<file path="config.mk">
export PLATFORM = sky130hd
export DESIGN_NAME = beep_scheduler
export DESIGN_NICKNAME = d
export VERILOG_FILES = /design/src/rtl/beep_pkg.sv /design/src/rtl/beep_scheduler_ms_tick_gen.sv /design/src/rtl/beep_scheduler.sv
export SDC_FILE = /design/constraint.sdc
export NUM_CORES = 1
export LEC_CHECK = 0
export ABC_CLOCK_PERIOD_IN_PS = 4300
export CORE_MARGIN = 1
export CORE_UTILIZATION = 64
export CTS_CLUSTER_SIZE = 24
export DETAILED_ROUTE_END_ITERATION = 10
export PLACE_DENSITY = 0.95
export SETUP_SLACK_MARGIN = 0.15
export SYNTH_ARGS = -nofsm -noshare
export SYNTH_HDL_FRONTEND = slang
export SYNTH_SLANG_ARGS = --single-unit
</file>
<file path="constraint.sdc">
create_clock -name sys_clk_i -period 4.3 [get_ports sys_clk_i]
set_input_delay 0.645 -clock sys_clk_i [delete_from_list [all_inputs] [get_ports sys_clk_i]]
set_output_delay 0.645 -clock sys_clk_i [all_outputs]
set_load 0.03 [all_outputs]
</file>
<file path="src/rtl/beep_pkg.sv">
// Shared definitions for the buzzer scheduler: pattern codes, FSM states
// and the pattern-code decoder.
package beep_pkg;

  localparam logic [1:0] PAT_1S = 2'd0;
  localparam logic [1:0] PAT_2S = 2'd1;
  localparam logic [1:0] PAT_1L = 2'd2;
  localparam logic [1:0] PAT_3S = 2'd3;

  typedef enum logic [1:0] {
    ST_IDLE = 2'd0,
    ST_ON   = 2'd1,
    ST_GAP  = 2'd2
  } state_t;

  typedef struct packed {
    logic [1:0] count;
    logic       is_long;
  } pat_info_t;

  function automatic pat_info_t pat_decode(input logic [1:0] pat);
    pat_info_t info;
    case (pat)
      PAT_2S:  info = '{count: 2'd2, is_long: 1'b0};
      PAT_1L:  info = '{count: 2'd1, is_long: 1'b1};
      PAT_3S:  info = '{count: 2'd3, is_long: 1'b0};
      default: info = '{count: 2'd1, is_long: 1'b0};
    endcase
    return info;
  endfunction

endpackage

</file>
<file path="src/rtl/beep_scheduler_ms_tick_gen.sv">
// Millisecond prescaler: tick_o pulses for one cycle every TICK_DIV cycles,
// counting from the most recent clr_i.
module ms_tick_gen #(
  parameter int unsigned TICK_DIV = 50000
) (
  input  logic sys_clk_i,
  input  logic sys_rst_i,
  input  logic clr_i,
  output logic tick_o
);

  localparam int unsigned PW = (TICK_DIV > 1) ? $clog2(TICK_DIV) : 1;
  localparam logic [PW-1:0] LAST = PW'(TICK_DIV - 1);

  logic [PW-1:0] cnt_q, cnt_d;

  always_comb begin
    if (clr_i || (cnt_q == LAST)) cnt_d = '0;
    else                          cnt_d = cnt_q + PW'(1);
  end

  always_ff @(posedge sys_clk_i or posedge sys_rst_i) begin
    if (sys_rst_i) cnt_q <= '0;
    else           cnt_q <= cnt_d;
  end

  // Kept independent of clr_i so the segment-end logic upstream has no loop.
  assign tick_o = (cnt_q == LAST);

endmodule

</file>
<file path="src/rtl/beep_scheduler.sv">
// Buzzer scheduler: arbitrates the key path and an alarm source, then plays
// the granted pattern as timed ON/GAP segments on a registered beep output.
module beep_scheduler
  import beep_pkg::*;
#(
  parameter int unsigned TICK_DIV = 50000,
  parameter int unsigned SHORT_MS = 100,
  parameter int unsigned LONG_MS  = 500,
  parameter int unsigned GAP_MS   = 100
) (
  input  logic       sys_clk_i,
  input  logic       sys_rst_i,
  input  logic       key_flag_i,
  input  logic       key_value_i,
  input  logic       alm_req_i,
  input  logic [1:0] alm_pat_i,
  output logic       alm_ack_o,
  input  logic       stop_i,
  output logic       busy_o,
  output logic       beep_o
);

  localparam logic [15:0] SHORT_LEN = 16'(SHORT_MS);
  localparam logic [15:0] LONG_LEN  = 16'(LONG_MS);
  localparam logic [15:0] GAP_LEN   = 16'(GAP_MS);

  state_t      state_q;
  logic        key_pend_q;
  logic [15:0] on_len_q;
  logic [1:0]  rem_q;
  logic [15:0] ms_cnt_q, ms_cnt_d;
  logic        beep_q, busy_q, alm_ack_q;

  logic        key_evt, key_req, tick, seg_done, clr;
  pat_info_t   grant_info;
  logic [15:0] grant_len;

  assign key_evt = key_flag_i & ~key_value_i;
  assign key_req = key_pend_q | key_evt;

  always_comb begin
    grant_info = key_req ? pat_decode(PAT_1S) : pat_decode(alm_pat_i);
    grant_len  = grant_info.is_long ? LONG_LEN : SHORT_LEN;
  end

  always_comb begin
    seg_done = 1'b0;
    case (state_q)
      ST_ON:   seg_done = tick && (ms_cnt_q == on_len_q - 16'd1);
      ST_GAP:  seg_done = tick && (ms_cnt_q == GAP_LEN - 16'd1);
      default: seg_done = 1'b0;
    endcase
  end

  // Every segment boundary (and all of IDLE) restarts both time bases.
  assign clr = (state_q == ST_IDLE) | stop_i | seg_done;

  ms_tick_gen #(.TICK_DIV(TICK_DIV)) u_tick (
    .sys_clk_i (sys_clk_i),
    .sys_rst_i (sys_rst_i),
    .clr_i     (clr),
    .tick_o    (tick)
  );

  always_comb begin
    if (clr)       ms_cnt_d = '0;
    else if (tick) ms_cnt_d = ms_cnt_q + 16'd1;
    else           ms_cnt_d = ms_cnt_q;
  end

  always_ff @(posedge sys_clk_i or posedge sys_rst_i) begin
    if (sys_rst_i) ms_cnt_q <= '0;
    else           ms_cnt_q <= ms_cnt_d;
  end

  always_ff @(posedge sys_clk_i or posedge sys_rst_i) begin
    if (sys_rst_i) begin
      state_q    <= ST_IDLE;
      key_pend_q <= 1'b0;
      on_len_q   <= '0;
      rem_q      <= '0;
      beep_q     <= 1'b0;
      busy_q     <= 1'b0;
      alm_ack_q  <= 1'b0;
    end else begin
      alm_ack_q <= 1'b0;
      if (key_evt) key_pend_q <= 1'b1;
      case (state_q)
        ST_IDLE: begin
          if (key_req || alm_req_i) begin
            state_q  <= ST_ON;
            beep_q   <= 1'b1;
            busy_q   <= 1'b1;
            on_len_q <= grant_len;
            rem_q    <= grant_info.count;
            // A fresh press that is itself granted is consumed; one arriving
            // while an older press is being granted stays pending.
            if (key_req) key_pend_q <= key_pend_q & key_evt;
            else         alm_ack_q  <= 1'b1;
          end
        end
        ST_ON: begin
          if (stop_i) begin
            state_q <= ST_IDLE;
            beep_q  <= 1'b0;
            busy_q  <= 1'b0;
          end else if (seg_done) begin
            state_q <= ST_GAP;
            beep_q  <= 1'b0;
            rem_q   <= rem_q - 2'd1;
          end
        end
        ST_GAP: begin
          if (stop_i) begin
            state_q <= ST_IDLE;
            busy_q  <= 1'b0;
          end else if (seg_done) begin
            if (rem_q != 2'd0) begin
              state_q <= ST_ON;
              beep_q  <= 1'b1;
            end else begin
              state_q <= ST_IDLE;
              busy_q  <= 1'b0;
            end
          end
        end
        default: begin
          state_q <= ST_IDLE;
          beep_q  <= 1'b0;
          busy_q  <= 1'b0;
        end
      endcase
    end
  end

  assign beep_o    = beep_q;
  assign busy_o    = busy_q;
  assign alm_ack_o = alm_ack_q;

endmodule

</file>
Word level (Yosys, flattened, before mapping) --
Cells that the tools add are included.
Storage, ports and cells: register bits 56, bits of input ports 8, output and inout bits 3, logic and storage cells 87
Cells by class: add/sub/neg operators 4, equal/unequal tests 18, mux-type cells 37, bitwise operators 6, reduce and logical (&&, ||, !) cells 13
Operator list (count):
- $mux 16 | 3
- $add 16x1->16 const B | 2
- $mux 1 | 18
- $eq 16x16->1 | 1
- $eq 16x16->1 const B | 1
- $eq 16x7->1 const B | 1
- $mux 2 | 8
- $sub 16x1->16 const B | 1
- $ne 2x2->1 const B | 6
- $mux 9 | 1
- $ne 3x3->1 const B | 3
- $pmux 3 s3 | 1
- $reduce_and 4->1 | 2
- $eq 2x2->1 const B | 3
- $pmux 1 s3 | 2
- $pmux 2 s3 | 1
- $reduce_bool 2->1 | 3
- $reduce_and 5->1 | 1
- $eq 2x1->1 const B | 2
- $pmux 2 s2 | 1
- $mux 3 | 1
- $or 1x1->1 | 3
- $reduce_and 3->1 | 1
- $and 1x1->1 | 2
- other kinds (8) | 10

Depth between registers and ports, before layout --
depth in word-level cells 7, depth in mapped cells 11, depth with buffers taken out 8

Hierarchy --
Synthesis repeated with hierarchy kept, for this count alone.
Unflattened totals: cell total of the unflattened synthesis 250, area, all modules 2463.6 sq um
Modules (own cells, without submodules):
- beep_scheduler | instances 1, cells each 167, area each 1601.5 sq um, sequential area each 650.6 sq um
- ms_tick_gen | instances 1, cells each 83, area each 862.1 sq um, sequential area each 400.4 sq um

Worst setup path after synthesis --
OpenSTA, ideal clock, no wires.
path kind register to register, from register state_q[0], to register rem_q[0], library setup time 0.120 ns, data arrival time 2.695 ns, required time 4.180 ns, path slack 1.484 ns, stages on the path, launching flop included 10, path buffers 1, cell sequence dfrtp_1 > inv_1 > ha_1 > nor2_1 > or4b_2 > a221o_1 > or3_1 > clkbuf_2 > or4_1 > o211a_1
On the way: cells in the longest elaborated chain, start to end 4, elaborated cells on any way between the ends 10, those cells by class 5 x eq/ne; 2 x mux; 3 x reduce/logical
Ends and longest elaborated chain:
- start: declaration | RTL line beep_scheduler.sv:27 | state_t state_q;
- start signal: assignment | RTL line beep_scheduler.sv:78 | state_q <= ST_IDLE;
- start signal: assignment | RTL line beep_scheduler.sv:91 | state_q <= ST_ON;
- start signal: assignment | RTL line beep_scheduler.sv:104 | state_q <= ST_IDLE;
- $eq 2x2->1 or $eq 2x1->1 (tied branches) | RTL line beep_scheduler.sv:48, beep_scheduler.sv:88
- $pmux 1 s2 | RTL line beep_scheduler.sv:48 | case (state_q)
- $ne 2x2->1 (no source line)
- $reduce_and 4->1 (no source line)
- end signal: assignment | RTL line beep_scheduler.sv:95 | rem_q <= grant_info.count;
- end signal: assignment | RTL line beep_scheduler.sv:110 | rem_q <= rem_q - 2'd1;
- end: declaration | RTL line beep_scheduler.sv:30 | logic [1:0] rem_q;
Several ways; a longest one is shown, not always the timed one. A chain may end at the register's enable or synchronous reset.

Worst setup path after layout --
Same ends and word-level chain as after synthesis.

==> results.sh <==
export IMPL_post_drt_wl_per_cell_microns=14.3
export IMPL_die_width_microns=62.5
export IMPL_dieArea_sq_um=3910
export IMPL_rsz0062_at_grt="false"
export IMPL_synth_top_cell_area_share_pct=44.8
export IMPL_cts_tree="done"
export IMPL_port_buffers=10
export IMPL_start_kind="flop"
export IMPL_maxCapViolCount=0
export IMPL_vias=1802
export IMPL_core_area_sq_um=3420
export IMPL_detailed_place_area_sq_um=2490
export IMPL_synth_warnings=0
export IMPL_syn2layout_area_growth_pct=8.59
export IMPL_hpwl_mm=3.26
export IMPL_fmax_mhz=320
export IMPL_ctsHoldBuffers=0
export IMPL_drc=0
export IMPL_root_buffer="clkbuf_4"
export IMPL_status="finished, final reports clean"
export IMPL_path_clk_slew_ns=0.13
export IMPL_vias_per_cell=5.85
export IMPL_grt_max_degree=43
export IMPL_synth_largest_area_cell="dfrtp_1"
export IMPL_gp_congestion=0.905
export IMPL_cts_buffer_depth=2
export IMPL_cts_sinks=42
export IMPL_fin_crit_sh_pct=72.8
export IMPL_yosysMostFrequentCell="nor2_1"
export IMPL_grt_pass1_vias=1864
export IMPL_grt_pass1_wl_mm=8.07
export IMPL_syn_num_nets=268
export IMPL_critPathTopFamily="simple AND/OR/NAND/NOR gates"
export IMPL_finClkSkew_ns=0.0138
export IMPL_maxSlewViolCount=0
export IMPL_die_h_microns=62.5
export IMPL_post_cts_repair_setup_buffers=0
export IMPL_synth_edf_count=0
export IMPL_dp_cells=300
export IMPL_leakagePower_nw=1.09
export IMPL_ys_ff_latch=42
export IMPL_synth_flop_cell="dfrtp_1"
export IMPL_synth_cell_types=48
export IMPL_syn_instance_count=250
export IMPL_final_antenna_net_count=0
export IMPL_worstPathCellList="inv_1 > ha_1 > nor2_1 > or4b_2 > a221o_1 > or3_1 > or4_1 > o211a_1"
export IMPL_power_density_nw_per_um2=408
export IMPL_drive_above_1_share_pct=7.63
export IMPL_cp_data_arrival_time_ns=3.38
export IMPL_relSlewSlack_pct=45.8
export IMPL_worst_slew_pin_slew_ns=0.805
export IMPL_clkLatencyLatePin_ns=0.35
export IMPL_peakVddDrop_mv=0.415
export IMPL_setup_viol_count_final=0
export IMPL_grt_overflow=0
export IMPL_max_stage_delay_ns=0.60
export IMPL_drtIter0Drc=154
export IMPL_synthTopCellsByCount="nor2_1 (44), dfrtp_1 (42), nand2_1 (18)"
export IMPL_finalHoldViolCount=0
export IMPL_avgSynthCellArea_sq_um=9.38
export IMPL_cts_max_level=2
export IMPL_cts_buffers=5
export IMPL_async_reset_ff_share_pct=100
export IMPL_hold_class="reg2reg"
export IMPL_row_count=21
export IMPL_antenna_found_initial=0
export IMPL_cts_resized=0
export IMPL_crit_fanout=16
export IMPL_fillCellCount=252
export IMPL_fin_tns_setup_ns=0
export IMPL_synth_seq_area_share_pct=44.8
export IMPL_initial_utilization_pct=68.7
export IMPL_finalInstanceArea_sq_um=2550
export IMPL_first_pass_iters=4
export IMPL_cp_buffers_inverters=1
export IMPL_routed_wl_mm=4.42
export IMPL_synth_area_leaders="dfrtp_1 (45%), nor2_1 (7.0%), xor2_1 (6.3%)"
export IMPL_worst_endpoint_required_ns=4.55
export IMPL_track_usage_pct=26.0
export IMPL_criticalPathCategory="reg2reg"
export IMPL_fin_cells=308
export IMPL_io_pins=11
export IMPL_period_needed_ns=3.13
export IMPL_antennaDiodeCount=0
export IMPL_endpoint_kind="flop"
export IMPL_slowest_stage="or4b_2"
export IMPL_netlist_area_sq_um=2350
export IMPL_fin_nets=279
## through the flow
stage                     setup WS (ns)  utilization (%)  power [mW]  hold WS (ns)
after detailed placement           1.20             73.0       0.851         0.458
after floorplan                    1.48                -       0.749         0.425
after global placement             1.34             73.0       0.832         0.450
after CTS                          1.19             74.6        1.04         0.479
final                              1.17             74.6        1.04         0.480
after global routing              0.972             74.6        1.11         0.510
## where the power goes
part / switching [mW] / internal (mW) / total, mW
sequential: 0.0295 / 0.439 / 0.469
clock: 0.127 / 0.0644 / 0.191
combinational: 0.222 / 0.157 / 0.379
## routing by layer
layer,global-route usage (%),up-vias,wire (microns)
met1,34.8,877,2060
met2,41.7,42,2130
met4,11.0,0,52
met5,0,-,0
li1,-,876,-
met3,4.74,7,170
## state kept, by name (all words and copies together) (netlist names)
signal and count:
alm_ack_o 1, key_pend_q 1, ms_cnt_q 16, on_len_q 2, u_tick.cnt_q 16, beep_o 1
rem_q 2, busy_o 1, state_q 2
## logic make-up after synthesis
kind of cell	share of synthesized area [%]
AND/OR/NAND/NOR	25.1
multiplexers	2.35
buffers and inverters	3.84
adder cells (fa/ha/maj)	5.33
XOR/XNOR	11.2
AO/OA/AOI/OAI	7.41
flip-flops	44.8
## cell usage in the layout, fill, tap and decap left out, types with 4 or more instances in the layout
cell type        count
mux2_2               4
a21oi_1              4
nand3_1             14
nor2_1              44
dfrtp_1             42
ha_1                10
xnor2_1             13
xor2_1              17
nor3_1               6
and3_1               9
inv_1               15
nand2_1             18
clkbuf_4             5
clkdlybuf4s50_1     10
## final timing paths
| check | from | end | slack, ns | depth (start not counted) |
|---|---|---|---|---|
| setup / recovery | state_q[0] | rem_q[0] | 1.17 | 8 |
| hold / removal | u_tick.cnt_q[0] | u_tick.cnt_q[0] | 0.48 | 1 |
| setup reg to reg | state_q[0] | rem_q[0] | 1.17 | 8 |
| hold reg to reg | u_tick.cnt_q[0] | u_tick.cnt_q[0] | 0.48 | 1 |
| max in group asynchronous | sys_rst_i | ms_cnt_q[12] | 3.24 | 3 |
| min in group asynchronous | sys_rst_i | state_q[0] | 0.70 | 3 |
## final cells by class
class                           count  area [sq um]  area share (%)
Multi-Input combinational cell    185          1210            47.6
Sequential cell                    42          1050            41.3
Timing Repair Buffer               12           115            4.52
Tap cell                           46          57.6            2.26
Inverter                           15          56.3            2.21
Clock buffer                        6          41.3            1.62
Clock inverter                      2          13.8           0.540
(Power assumes the default switching activity.)
==> RTL edit 1: new RTL, config.mk and constraints unchanged <==
The 3 states of `state_t` get a one-hot encoding in 3 bits.
--- a/src/rtl/beep_pkg.sv
+++ b/src/rtl/beep_pkg.sv
@@ -8,8 +8,8 @@
   localparam logic [1:0] PAT_3S = 2'd3;
 
-  typedef enum logic [1:0] {
-    ST_IDLE = 2'd0,
-    ST_ON   = 2'd1,
-    ST_GAP  = 2'd2
+  typedef enum logic [2:0] {
+    ST_IDLE = 3'b001,
+    ST_ON   = 3'b010,
+    ST_GAP  = 3'b100
   } state_t;
 
Check against the original RTL: same outputs for any inputs over 10 cycles, from zero or initial values and one cycle with sys_rst_i high; not proved beyond that.
==> RTL edit 1 against the original RTL <==
  * Wire length is 6.3% higher
  * Highest routed layer unchanged
  * Final cell count stayed put
  * Total power is 4.7% higher
  * Critical endpoint is now ms_cnt_q[8]$_DFFE_PP0N_
  * Setup slack better by 0.78 ns
  * Area after synthesis rose by 4.6%
  * Final area is 4.8% higher
  * Sequential cell count rose by 1
  * Count of clock-buffer cells in the layout up 2
  * Non-clock buffer count down 1
  * Global-route usage decreased by 0.58 points
  * First-iteration DRC count fell by 27%
  * Synthesized cell count fell by 0.40%
  * Sequential share of layout area shrank 0.91 points
==> RTL edit 1: results (changes against the original RTL) <==
First-iteration detailed-routing DRC count: 113 (-27%)
Pre-CTS setup slack: 2.002 ns (+0.7973 ns)
Slowest cell on the critical path: dfrtp_1
M2 GR Usage: 40.96% (-0.75 points)
Drt via density: 5.867 (+0.28%)
NumNets Final: 273 (-2.2%)
GRT Total Usage: 25.47% (-0.58 points)
Commonest cells post-synth: nor2_1 (47), dfrtp_1 (42), xnor2_1 (17)
Met2 WL: 2.227 mm (+4.4%)
Met1 usage: 34.95% (+0.20 points)
Syn Nets: 263 (-1.9%)
Clk Tree Root Cell: clkbuf_8
Largest net degree at the start of global routing: 24 (-44%)
Layout cells sized above 1: 10.38% (+2.8 points)
Post-DP HPWL: 3.406 mm (+4.5%)
Fin Clk Skew: 0.007114 ns (-0.006693 ns)
Max VDD drop: 0.0003078 V (-26%)
Mean post-synth cell area: 9.854 sq um (+5.0%)
First drt pass iteration count: 5 (+1)
# H-tree levels: 2 (unchanged)
# fillers: 258 (+2.4%)
Pleak: 0.001147 uW (+5.2%)
Dpl cell area: 0.002570 sq mm (+3.1%)
Clock Latency Late Sink: 0.30 ns (-0.05 ns)
Clock-pin slew on the worst setup and hold paths: 0.08 ns (-0.05 ns)
Sw frac: 34.02% (-2.4 points)
Global-route wire length before repair: 7.948 mm (-1.5%)
RePlAce Congestion: 0.8639 (-4.6%)
Status: complete, no violations
Max_slew headroom: 43.35% (-2.4 points)
Crit-path max cell delay: 0.49 ns (-0.11 ns)
Number of different library cells in the post-synthesis netlist: 54 (+13%)
Final WL: 4.691 mm (+6.3%)
Synth top area cells: dfrtp_1 (43%), nor2_1 (7.2%), xnor2_1 (6.1%)
M1 wire length: 2.259 mm (+9.7%)
GR Layer Usage met3: 4.464% (-0.28 points)
Post-synthesis sequential area ratio: 43.91% (-0.89 points)
Largest registers: ms_cnt_q: 16 flops, u_tick.cnt_q: 16 flops, state_q: 3 flops
Vias in the first global route: 1719 (-7.8%)
[RTL edit 1: cell families after synthesis]
| group | share of synthesized area (%) |
|---|---|
| adder cells (fa/ha/maj) | 3.468 |
| buffers and inverters | 3.926 |
| AND/OR/NAND/NOR | 26.82 |
| multiplexers | 2.754 |
| AO/OA/AOI/OAI | 8.771 |
| flip-flops | 43.91 |
| XOR/XNOR | 10.35 |
[RTL edit 1: final timing paths]
kind / from / end / slack [ns] / cells past startpoint
worst max-delay path: state_q[2]$_DFFE_PP0P_ / ms_cnt_q[8]$_DFFE_PP0N_ / 1.95 / 6
worst min-delay path: u_tick.cnt_q[0]$_DFF_PP0_ / u_tick.cnt_q[0]$_DFF_PP0_ / 0.48 / 1
worst max register to register: state_q[2]$_DFFE_PP0P_ / ms_cnt_q[8]$_DFFE_PP0N_ / 1.95 / 6
worst min register to register: u_tick.cnt_q[0]$_DFF_PP0_ / u_tick.cnt_q[0]$_DFF_PP0_ / 0.48 / 1
max in group asynchronous: sys_rst_i / ms_cnt_q[10]$_DFFE_PP0N_ / 2.67 / 3
min in group asynchronous: sys_rst_i / state_q[2]$_DFFE_PP0P_ / 0.82 / 2
[RTL edit 1: area by class of cell]
type	instances	area (sq um)	share of cell area, %
Multi-Input combinational cell	186	1280	47.94
Clock buffer	8	100.1	3.749
Sequential cell	43	1077	40.35
Timing Repair Buffer	11	107.6	4.030
Inverter	12	45.04	1.687
Tap cell	48	60.06	2.249
[RTL edit 1: power groups by stage]
| stage | registers [uW] | clock network, uW | logic [uW] |
|---|---|---|---|
| global route | 501 | 298 | 343 |
| detailed placement | 500 | 0 | 312 |
| CTS | 493 | 281 | 312 |
| global placement | 499 | 0 | 299 |
| finish | 495 | 280 | 313 |
| floorplan | 506 | 0 | 234 |
==> RTL edit 2: new RTL, config.mk and constraints unchanged <==
Made on the original files. `TICK_DIV` is set to 50000 in 2 places; all go to 25000.
--- a/src/rtl/beep_scheduler_ms_tick_gen.sv
+++ b/src/rtl/beep_scheduler_ms_tick_gen.sv
@@ -2,5 +2,5 @@
 // counting from the most recent clr_i.
 module ms_tick_gen #(
-  parameter int unsigned TICK_DIV = 50000
+  parameter int unsigned TICK_DIV = 25000
 ) (
   input  logic sys_clk_i,
--- a/src/rtl/beep_scheduler.sv
+++ b/src/rtl/beep_scheduler.sv
@@ -4,5 +4,5 @@
   import beep_pkg::*;
 #(
-  parameter int unsigned TICK_DIV = 50000,
+  parameter int unsigned TICK_DIV = 25000,
   parameter int unsigned SHORT_MS = 100,
   parameter int unsigned LONG_MS  = 500,
Formal check against the unedited RTL: same outputs for any inputs over 10 cycles, from zero or initial values and one cycle with sys_rst_i high; that may be too few to reach the edited logic, so the function may still have changed.
==> RTL edit 2 against the original RTL <==
  * Setup slack improved by 0.47 ns
  * Wire length rose by 7.0%
  * Sequential cell count fell by 1
  * Via count rose by 0.44%
  * Final area rose by 2.9%
  * Non-clock buffer count fell by 1
  * Global-route usage rose by 0.75 points
  * Total power fell by 2.8%
  * Maximum frequency rose by 18%
  * Area after synthesis rose by 2.1%
  * Largest cell class unchanged
==> RTL edit 2: results (changes against the original RTL) <==
Status: complete, no violations
Post-DP HPWL: 3.342 mm (+2.6%)
Final global-route overflow total: 0 (unchanged)
First drt pass iteration count: 4 (unchanged)
Layout cells sized above 1: 8.627% (+0.99 points)
Antenna violations before repair: 0 (unchanged)
Commonest cells post-synth: dfrtp_1 (41), nor2_1 (38), xor2_1 (15)
Warnings, synthesis: 0 (unchanged)
Wirelength per Cell: 15.69 um (+9.5%)
NumNets Final: 273 (-2.2%)
Comb pwr: 314 uW (-17%)
Drt via density: 6.013 (+2.8%)
GRT Total Usage: 26.79% (+0.75 points)
Switching Power: 344.6 uW (-8.8%)
First-iteration detailed-routing DRC count: 95 (-38%)
Total sequential power: 452 uW (-4%)
Number of different library cells in the post-synthesis netlist: 48 (unchanged)
Max_slew headroom: 30.24% (-16 points)
Pwr Total: 1010 uW (-2.8%)
Max VDD drop: 0.0003373 V (-19%)
I/O Buffers: 10 (unchanged)
Dpl cells: 294 (-2.0%)
Clock Latency Late Sink: 0.30 ns (-0.05 ns)
Async SR Flop Fraction: 100.0% (unchanged)
Global-route wire length before repair: 8.162 mm (+1.2%)
Crit-path max cell delay: 0.47 ns (-0.13 ns)
Largest net degree at the start of global routing: 42 (-2.3%)
Clk Tree Root Cell: clkbuf_8
Hold Crit Class: reg2reg
Crit Path Max Fanout: 16 (unchanged)
Syn Nets: 260 (-3.0%)
# H-tree levels: 2 (unchanged)
RePlAce Congestion: 0.8248 (-8.9%)
Largest registers: ms_cnt_q: 16 flops, u_tick.cnt_q: 15 flops
Worst Path Arrival: 2.81 ns (-0.57 ns)
Slowest cell on the critical path: nand2_1
# fillers: 235 (-6.7%)
Longest Clk Path Bufs: 2 (unchanged)
ANT cells: 0 (unchanged)
TritonCTS buffer count: 5 (unchanged)
Post-CTS Repair Setup Buffers: 0 (unchanged)
Vias in the first global route: 1747 (-6.3%)
Post-synthesis sequential area ratio: 42.82% (-2.0 points)
Pleak: 0.001166 uW (+6.9%)
Via count: 1810 (+0.44%)
Mean post-synth cell area: 9.901 sq um (+5.5%)
Dpl cell area: 0.002540 sq mm (+1.9%)
Fin Clk Skew: 0.006911 ns (-0.006896 ns)
Synth top area cells: dfrtp_1 (43%), nor2_1 (6.0%), xor2_1 (5.5%)
Clock-pin slew on the worst setup and hold paths: 0.08 ns (-0.05 ns)
Post-CTS sizing: 0 (unchanged)
RTL edit 2: cell types whose count changed after synthesis, moves of 3 or more:
| cell | delta |
|---|---|
| a21oi_1 | +4 |
| clkbuf_1 | -3 |
| inv_1 | -4 |
| nand2_1 | -4 |
| nand2b_1 | +5 |
| nand3_1 | -5 |
| nor2_1 | -6 |
| nor3_1 | -3 |
RTL edit 2: through the flow:
step | hold slack, ns | util (%) | setup WS (ns)
after global routing | 0.4929 | 75.58 | 1.407
after CTS | 0.4753 | 75.58 | 1.635
after global placement | 0.4409 | 73.23 | 1.685
after detailed placement | 0.4650 | 73.23 | 1.584
after floorplan | 0.4233 | - | 2.076
final | 0.4767 | 75.58 | 1.645
RTL edit 2: worst paths after layout:
| check | startpoint | endpoint | slack (ns) | depth (start not counted) |
|---|---|---|---|---|
| worst max-delay path | state_q[0]$_DFFE_PP0P_ | ms_cnt_q[4]$_DFFE_PP0N_ | 1.64 | 8 |
| worst min-delay path | rem_q[0]$_DFFE_PP0P_ | rem_q[0]$_DFFE_PP0P_ | 0.48 | 1 |
| worst max register to register | state_q[0]$_DFFE_PP0P_ | ms_cnt_q[4]$_DFFE_PP0N_ | 1.64 | 8 |
| worst min register to register | rem_q[0]$_DFFE_PP0P_ | rem_q[0]$_DFFE_PP0P_ | 0.48 | 1 |
| max in group asynchronous | sys_rst_i | ms_cnt_q[7]$_DFFE_PP0N_ | 3.18 | 3 |
| min in group asynchronous | sys_rst_i | key_pend_q$_DFF_PP0_ | 0.77 | 3 |
RTL edit 2: per-layer routing:
metal  wire (um)  global-route usage, %  vias up
met5           0                      0        -
met4          96                  12.22        0
met3         243                  7.428       11
met2        2260                  42.07       55
met1        2124                  34.41      874
li1            -                      -      870
RTL edit 2: logic make-up (layout without fill, tap and decap cells):
logic type / Yosys count / count (layout) / synth area share, %
mux: 5 / 5 / 2.193
xor+xnor: 28 / 28 / 10.24
buf+inv: 16 / 29 / 2.611
flops: 41 / 41 / 42.82
simple gates: 114 / 114 / 27.36
fa+ha+maj: 10 / 10 / 5.222
compound gates: 28 / 28 / 9.556
RTL edit 2: cell type report:
type	instances	area (sq um)	area share (%)
Multi-Input combinational cell	185	1308	49.88
Sequential cell	41	1026	39.14
Timing Repair Buffer	11	107.6	4.105
Clock buffer	6	72.57	2.769
Tap cell	46	57.56	2.196
Inverter	11	41.29	1.575
Clock inverter	1	8.758	0.3341
RTL edit 2: worst max-delay path: cells and delay by family (launching register included):
| family | cells | cell delay (ns) |
|---|---|---|
| simple gates | 5 | 1.21 |
| fa+ha+maj | 1 | 0.38 |
| compound gates | 1 | 0.44 |
| buf+inv | 1 | 0.10 |
| flops | 1 | 0.39 |
